==> src/rtl/hazard_ctrl.sv <==
// hazard_ctrl: load-use/RAW stall, branch flush, EX forwarding selects and saturating perf counters.
// Build option: define HAZARD_FWD_EN to forward into EX; otherwise any RAW dependence stalls until the writer retires.
module hazard_ctrl #(
    parameter int REG_W = 6,
    parameter int CNT_W = 16
) (
    input  logic             clk,
    input  logic             rst,
    input  logic             id_valid,
    input  logic [REG_W-1:0] id_rs,
    input  logic [REG_W-1:0] id_rt,
    input  logic             id_uses_rs,
    input  logic             id_uses_rt,
    input  logic [REG_W-1:0] id_rd,
    input  logic             id_wr_en,
    input  logic             id_is_load,
    input  logic             ex_branch_taken,
    output logic             stall,
    output logic             bubble_idex,
    output logic             flush_ifid,
    output logic [1:0]       fwd_a,
    output logic [1:0]       fwd_b,
    output logic [CNT_W-1:0] stall_cycles,
    output logic [CNT_W-1:0] flush_count
);
    typedef struct packed {
        logic             valid;
        logic             wr;
        logic             is_load;
        logic [REG_W-1:0] rd;
    } slot_t;

    slot_t            ex, mem, wb;
    logic [REG_W-1:0] ex_rs, ex_rt;
    logic             ex_uses_rs, ex_uses_rt;
    logic             hazard;
    logic             unused;

    function automatic logic hit(slot_t s, logic [REG_W-1:0] src, logic used);
        return s.valid & s.wr & (s.rd == src) & used;
    endfunction

`ifdef HAZARD_FWD_EN
    assign hazard = id_valid & ex.is_load & (hit(ex, id_rs, id_uses_rs) | hit(ex, id_rt, id_uses_rt));
    // MEM is the younger writer, so it takes precedence over WB
    assign fwd_a  = hit(mem, ex_rs, ex_uses_rs & ex.valid) ? 2'b10 :
                    hit(wb, ex_rs, ex_uses_rs & ex.valid)  ? 2'b01 : 2'b00;
    assign fwd_b  = hit(mem, ex_rt, ex_uses_rt & ex.valid) ? 2'b10 :
                    hit(wb, ex_rt, ex_uses_rt & ex.valid)  ? 2'b01 : 2'b00;
    assign unused = ^{mem.is_load, wb.is_load};
`else
    assign hazard = id_valid & (hit(ex, id_rs, id_uses_rs) | hit(mem, id_rs, id_uses_rs) | hit(wb, id_rs, id_uses_rs) |
                                hit(ex, id_rt, id_uses_rt) | hit(mem, id_rt, id_uses_rt) | hit(wb, id_rt, id_uses_rt));
    assign fwd_a  = 2'b00;
    assign fwd_b  = 2'b00;
    assign unused = ^{ex.is_load, mem.is_load, wb.is_load, ex_rs, ex_rt, ex_uses_rs, ex_uses_rt};
`endif

    assign stall       = hazard & ~ex_branch_taken;
    assign bubble_idex = hazard | ex_branch_taken;
    assign flush_ifid  = ex_branch_taken;

    always_ff @(posedge clk) begin
        if (rst) begin
            ex           <= '0;
            mem          <= '0;
            wb           <= '0;
            ex_rs        <= '0;
            ex_rt        <= '0;
            ex_uses_rs   <= 1'b0;
            ex_uses_rt   <= 1'b0;
            stall_cycles <= '0;
            flush_count  <= '0;
        end else begin
            ex           <= {id_valid & ~bubble_idex, id_wr_en, id_is_load, id_rd};
            mem          <= ex;
            wb           <= mem;
            ex_rs        <= id_rs;
            ex_rt        <= id_rt;
            ex_uses_rs   <= id_uses_rs;
            ex_uses_rt   <= id_uses_rt;
            stall_cycles <= stall_cycles + CNT_W'(stall & ~&stall_cycles);
            flush_count  <= flush_count + CNT_W'(ex_branch_taken & ~&flush_count);
        end
    end
endmodule

==> config.mk <==
export PLATFORM = sky130hd
export DESIGN_NAME = hazard_ctrl
export DESIGN_NICKNAME = d
export VERILOG_FILES = /design/src/rtl/hazard_ctrl.sv
export SDC_FILE = /design/constraint.sdc
export NUM_CORES = 1
export LEC_CHECK = 0
export ABC_AREA = 1
export CAP_MARGIN = 20
export CELL_PAD_IN_SITES_DETAIL_PLACEMENT = 0
export CELL_PAD_IN_SITES_GLOBAL_PLACEMENT = 1
export CORE_ASPECT_RATIO = 1.1
export CORE_UTILIZATION = 39
export CTS_BUF_LIST = sky130_fd_sc_hd__clkbuf_4
export DETAILED_ROUTE_END_ITERATION = 8
export GPL_TIMING_DRIVEN = 0
export PLACE_DENSITY_LB_ADDON = 0.1
export SLEW_MARGIN = 20
export SYNTH_ARGS = -nofsm -noshare
export SYNTH_HDL_FRONTEND = slang
export SYNTH_SLANG_ARGS = --single-unit
==> constraint.sdc <==
create_clock -name clk -period 4.1 [get_ports clk]
set_clock_uncertainty 0.1 [all_clocks]
set_input_delay 0.41 -clock clk [delete_from_list [all_inputs] [get_ports clk]]
set_output_delay 0.41 -clock clk [all_outputs]
set_load 0.005 [all_outputs]
==> impl_metrics.env <==
export IMPL_h_tree_depth=2
export IMPL_crit_cells=20
export IMPL_cpMostUsedCell="nand2_1"
export IMPL_tightest_slew_ns=0.5288
export IMPL_cp_buffers_inverters=2
export IMPL_areaGrowthSynthToFinish_pct=27.00
export IMPL_syn_inst=394
export IMPL_path_cells="clkdlybuf4s50_1, inv_1, nand2_1, o21ai_0, nor2_1, nand3_1, nand3_1, nand2_1, nand2_1, nand3_1, nor2_1, ha_1, ha_1, nand3_1, nor2_2, nand2_1, nor2_2, nand2_1, o21ai_1, a21oi_1"
export IMPL_routed_wirelength_mm=6.295
export IMPL_max_vdd_ir_drop_v=0.0001490
export IMPL_crit_slowest_cell="clkdlybuf4s50_1"
export IMPL_yosysWarnings=0
export IMPL_clk_latency_ns=0.37
export IMPL_drv_cap=0
export IMPL_crit_start="id_rt[1]"
export IMPL_die_h_um=90.55
export IMPL_grt_pass1_wl_mm=10.55
export IMPL_clk_path_buf_depth=2
export IMPL_drc_errors=0
export IMPL_pwr_density_cell_nw_per_um2=259.2
export IMPL_cts_root_buf="clkbuf_4"
export IMPL_cts_hold_buf=0
export IMPL_post_dp_cell_area_sq_um=3475
export IMPL_fin_crit_sh_pct=70.40
export IMPL_hpwl_mm=4.910
export IMPL_cts_buffers=5
export IMPL_num_antenna_cells=0
export IMPL_ys_seq_elements=56
export IMPL_firstDrtPassIters=4
export IMPL_drt_iter0_markers=67
export IMPL_crit_path_max_incr_delay_ns=0.54
export IMPL_reg2reg_slack_ns=1.40
export IMPL_grt_antenna_before_repair=0
export IMPL_crit_required_ns=4.29
export IMPL_hold_viol_final=0
export IMPL_cp_endpoint="stall_cycles[14]"
export IMPL_r2r_end="stall_cycles[14]"
export IMPL_relSlewSlack_pct=64.75
export IMPL_crit_fanout=5
export IMPL_hold_start="rst"
export IMPL_fillCellCount=700
export IMPL_final_max_slew_violation_count=0
export IMPL_grt_pass1_vias=2394
export IMPL_cts_tree="built"
export IMPL_io_pins=65
export IMPL_final_nets=492
export IMPL_critPathKind="input port to flop"
export IMPL_die_w_um=82.50
export IMPL_start_util_pct=41.19
export IMPL_design_die_area_sq_um=7470
export IMPL_drive_above_1_share_pct=7.343
export IMPL_cts_setup_buffers=0
export IMPL_r2r_start="wb[1]"
export IMPL_track_usage_pct=18.21
export IMPL_rsz0062_at_grt="false"
export IMPL_syn_avg_cell_area_sq_um=7.056
export IMPL_finalSetupViolCount=0
export IMPL_grt_overflow=0
export IMPL_wire_per_inst_um=11.55
export IMPL_outcome="finished, final reports clean"
export IMPL_grt_max_degree=17
export IMPL_portBuffers=58
export IMPL_period_needed_ns=2.886
export IMPL_reg2regPathDepth=21
export IMPL_num_rows=31
export IMPL_vias=2490
export IMPL_ctsResizeCount=0
export IMPL_ant_nets=0
export IMPL_seq_area_frac_synth_pct=40.32
export IMPL_place_gp_congestion=0.8159
export IMPL_end_kind="flop"
export IMPL_syn_cell_area_sq_um=2780
export IMPL_core_area_sq_um=6749
export IMPL_cpLargestDelayFamily="simple AND/OR/NAND/NOR gates"
export IMPL_arrival_ns=3.08
export IMPL_hold_class="input port to flop"
export IMPL_routed_via_density=4.569
export IMPL_ys_types=31
export IMPL_clk_pin_slew_ns=0.16
export IMPL_cts_sinks=56
export IMPL_p_leak_nw=1.481
export IMPL_fmax_mhz=346.5
export IMPL_fin_setup_tns_ns=0
export IMPL_startpoint_type="input port"
export IMPL_finalInstanceArea_sq_um=3531
==> state kept, by name, indices dropped and copies added, names as in the netlist <==
name,flops
ex,8
flush_count,16
mem,8
stall_cycles,16
wb,8
==> synthesized netlist by cell type <==
cell	n	area (sq um)
o21a_1	4	30.03
a211oi_1	1	7.510
a31oi_1	3	18.77
a21oi_1	19	95.09
nand3_1	15	75.07
inv_2	1	3.750
o21ai_1	4	20.02
nand2_2	3	18.77
inv_1	67	251.5
o21ai_0	11	55.05
nor2_2	6	37.54
nand2_4	1	11.26
nor3_4	2	32.53
nand4_4	1	21.27
nor2_1	61	229.0
buf_2	1	5.000
xor2_1	6	52.55
nor2_4	4	45.04
nor3_1	3	15.01
nor3_2	1	10.01
nand3_2	2	20.02
ha_1	4	50.05
nand4_1	4	25.02
buf_4	5	37.54
conb_1	1	3.750
xnor2_1	15	131.4
nand2_1	85	319.1
clkbuf_1	5	18.77
dfxtp_1	56	1121
nor4_1	1	6.260
o22ai_1	2	12.51
==> final cells by class <==
class	count	area, sq um	area share (%)
multi-input cells	262	1354	38.34
flip-flops and latches	56	1121	31.75
repair buffers	58	580.6	16.44
inverters	68	255.2	7.229
well taps	82	102.6	2.906
plain buffers	11	61.31	1.736
clock buffers	6	45.04	1.276
clock inverters	2	11.26	0.3189
==> layer usage <==
layer	global-route usage (%)	wire length, um	vias to the layer above
li1	-	-	1333
met1	22.35	2892	1103
met2	31.27	3016	44
met3	3.737	282	10
met4	5.460	102	0
met5	0	0	-
==> stage by stage <==
step / cells / worst slack (ns) / hold slack [ns] / power (mW) / util, %
5_1_grt: 545 / 0.8009 / 0.3106 / 0.9617 / 52.32
3_3_place_gp: 537 / 0.8025 / 0.3109 / 0.6848 / 51.48
6_report: 545 / 1.214 / 0.3047 / 0.9153 / 52.32
3_5_place_dp: 537 / 0.7660 / 0.3303 / 0.6855 / 51.48
4_1_cts: 545 / 1.174 / 0.2886 / 0.9283 / 52.32
2_1_floorplan: 397 / 1.723 / 0.3031 / 0.6340 / -
==> how the worst min path moves through the flow <==
stage	to	slack [ns]	depth (start not counted)
2_1_floorplan	mem[8]	0.30	2
6_report	flush_count[3]	0.30	3
4_1_cts	flush_count[3]	0.29	3
3_5_place_dp	wb[8]	0.33	2
3_3_place_gp	mem[8]	0.31	2
5_1_grt	flush_count[3]	0.31	3
==> cell usage in the layout, fill, tap and decap left out, types with 3 or more instances in the layout <==
master and count:
a21oi_1 19, a31oi_1 3, buf_4 5, clkbuf_1 5, clkbuf_4 6, clkdlybuf4s50_1 58, conb_1 4, dfxtp_1 56
ha_1 4, inv_1 67, nand2_1 85, nand2_2 3, nand3_1 15, nand4_1 4, nor2_1 61, nor2_2 6
nor2_4 4, nor3_1 3, o21a_1 4, o21ai_0 11, o21ai_1 4, xnor2_1 15, xor2_1 6
==> worst register-to-register path, stage by stage (launching register included) <==
cell and delay (ns):
dfxtp_1 0.38, inv_1 0.07, nand2_1 0.07, nand2_1 0.05, inv_1 0.04, nand2_1 0.05, nor2_1 0.10, nand2_1 0.08
nand3_1 0.09, nand2_1 0.08, nand2_1 0.09, nand3_1 0.10, nor2_1 0.12, ha_1 0.20, ha_1 0.19, nand3_1 0.12
nor2_2 0.20, nand2_1 0.13, nor2_2 0.13, nand2_1 0.08, o21ai_1 0.12, a21oi_1 0.05
==> power by group <==
group          switching, mW  total (mW)  internal, mW
clock                  0.171       0.243        0.0724
sequential           0.00947       0.565         0.556
combinational         0.0537       0.107        0.0533
==> logic make-up (layout without fill, tap and decap cells) <==
group,after synthesis,count (layout),synth area share (%)
adder cells (fa/ha/maj),4,4,1.800
AND/OR/NAND/NOR,189,189,31.14
XOR/XNOR,21,21,6.616
other,1,4,0.1349
flip-flops,56,56,40.32
buffers and inverters,79,145,11.39
AO/OA/AOI/OAI,44,44,8.596
No activity file was read; power rests on OpenSTA's default activity.
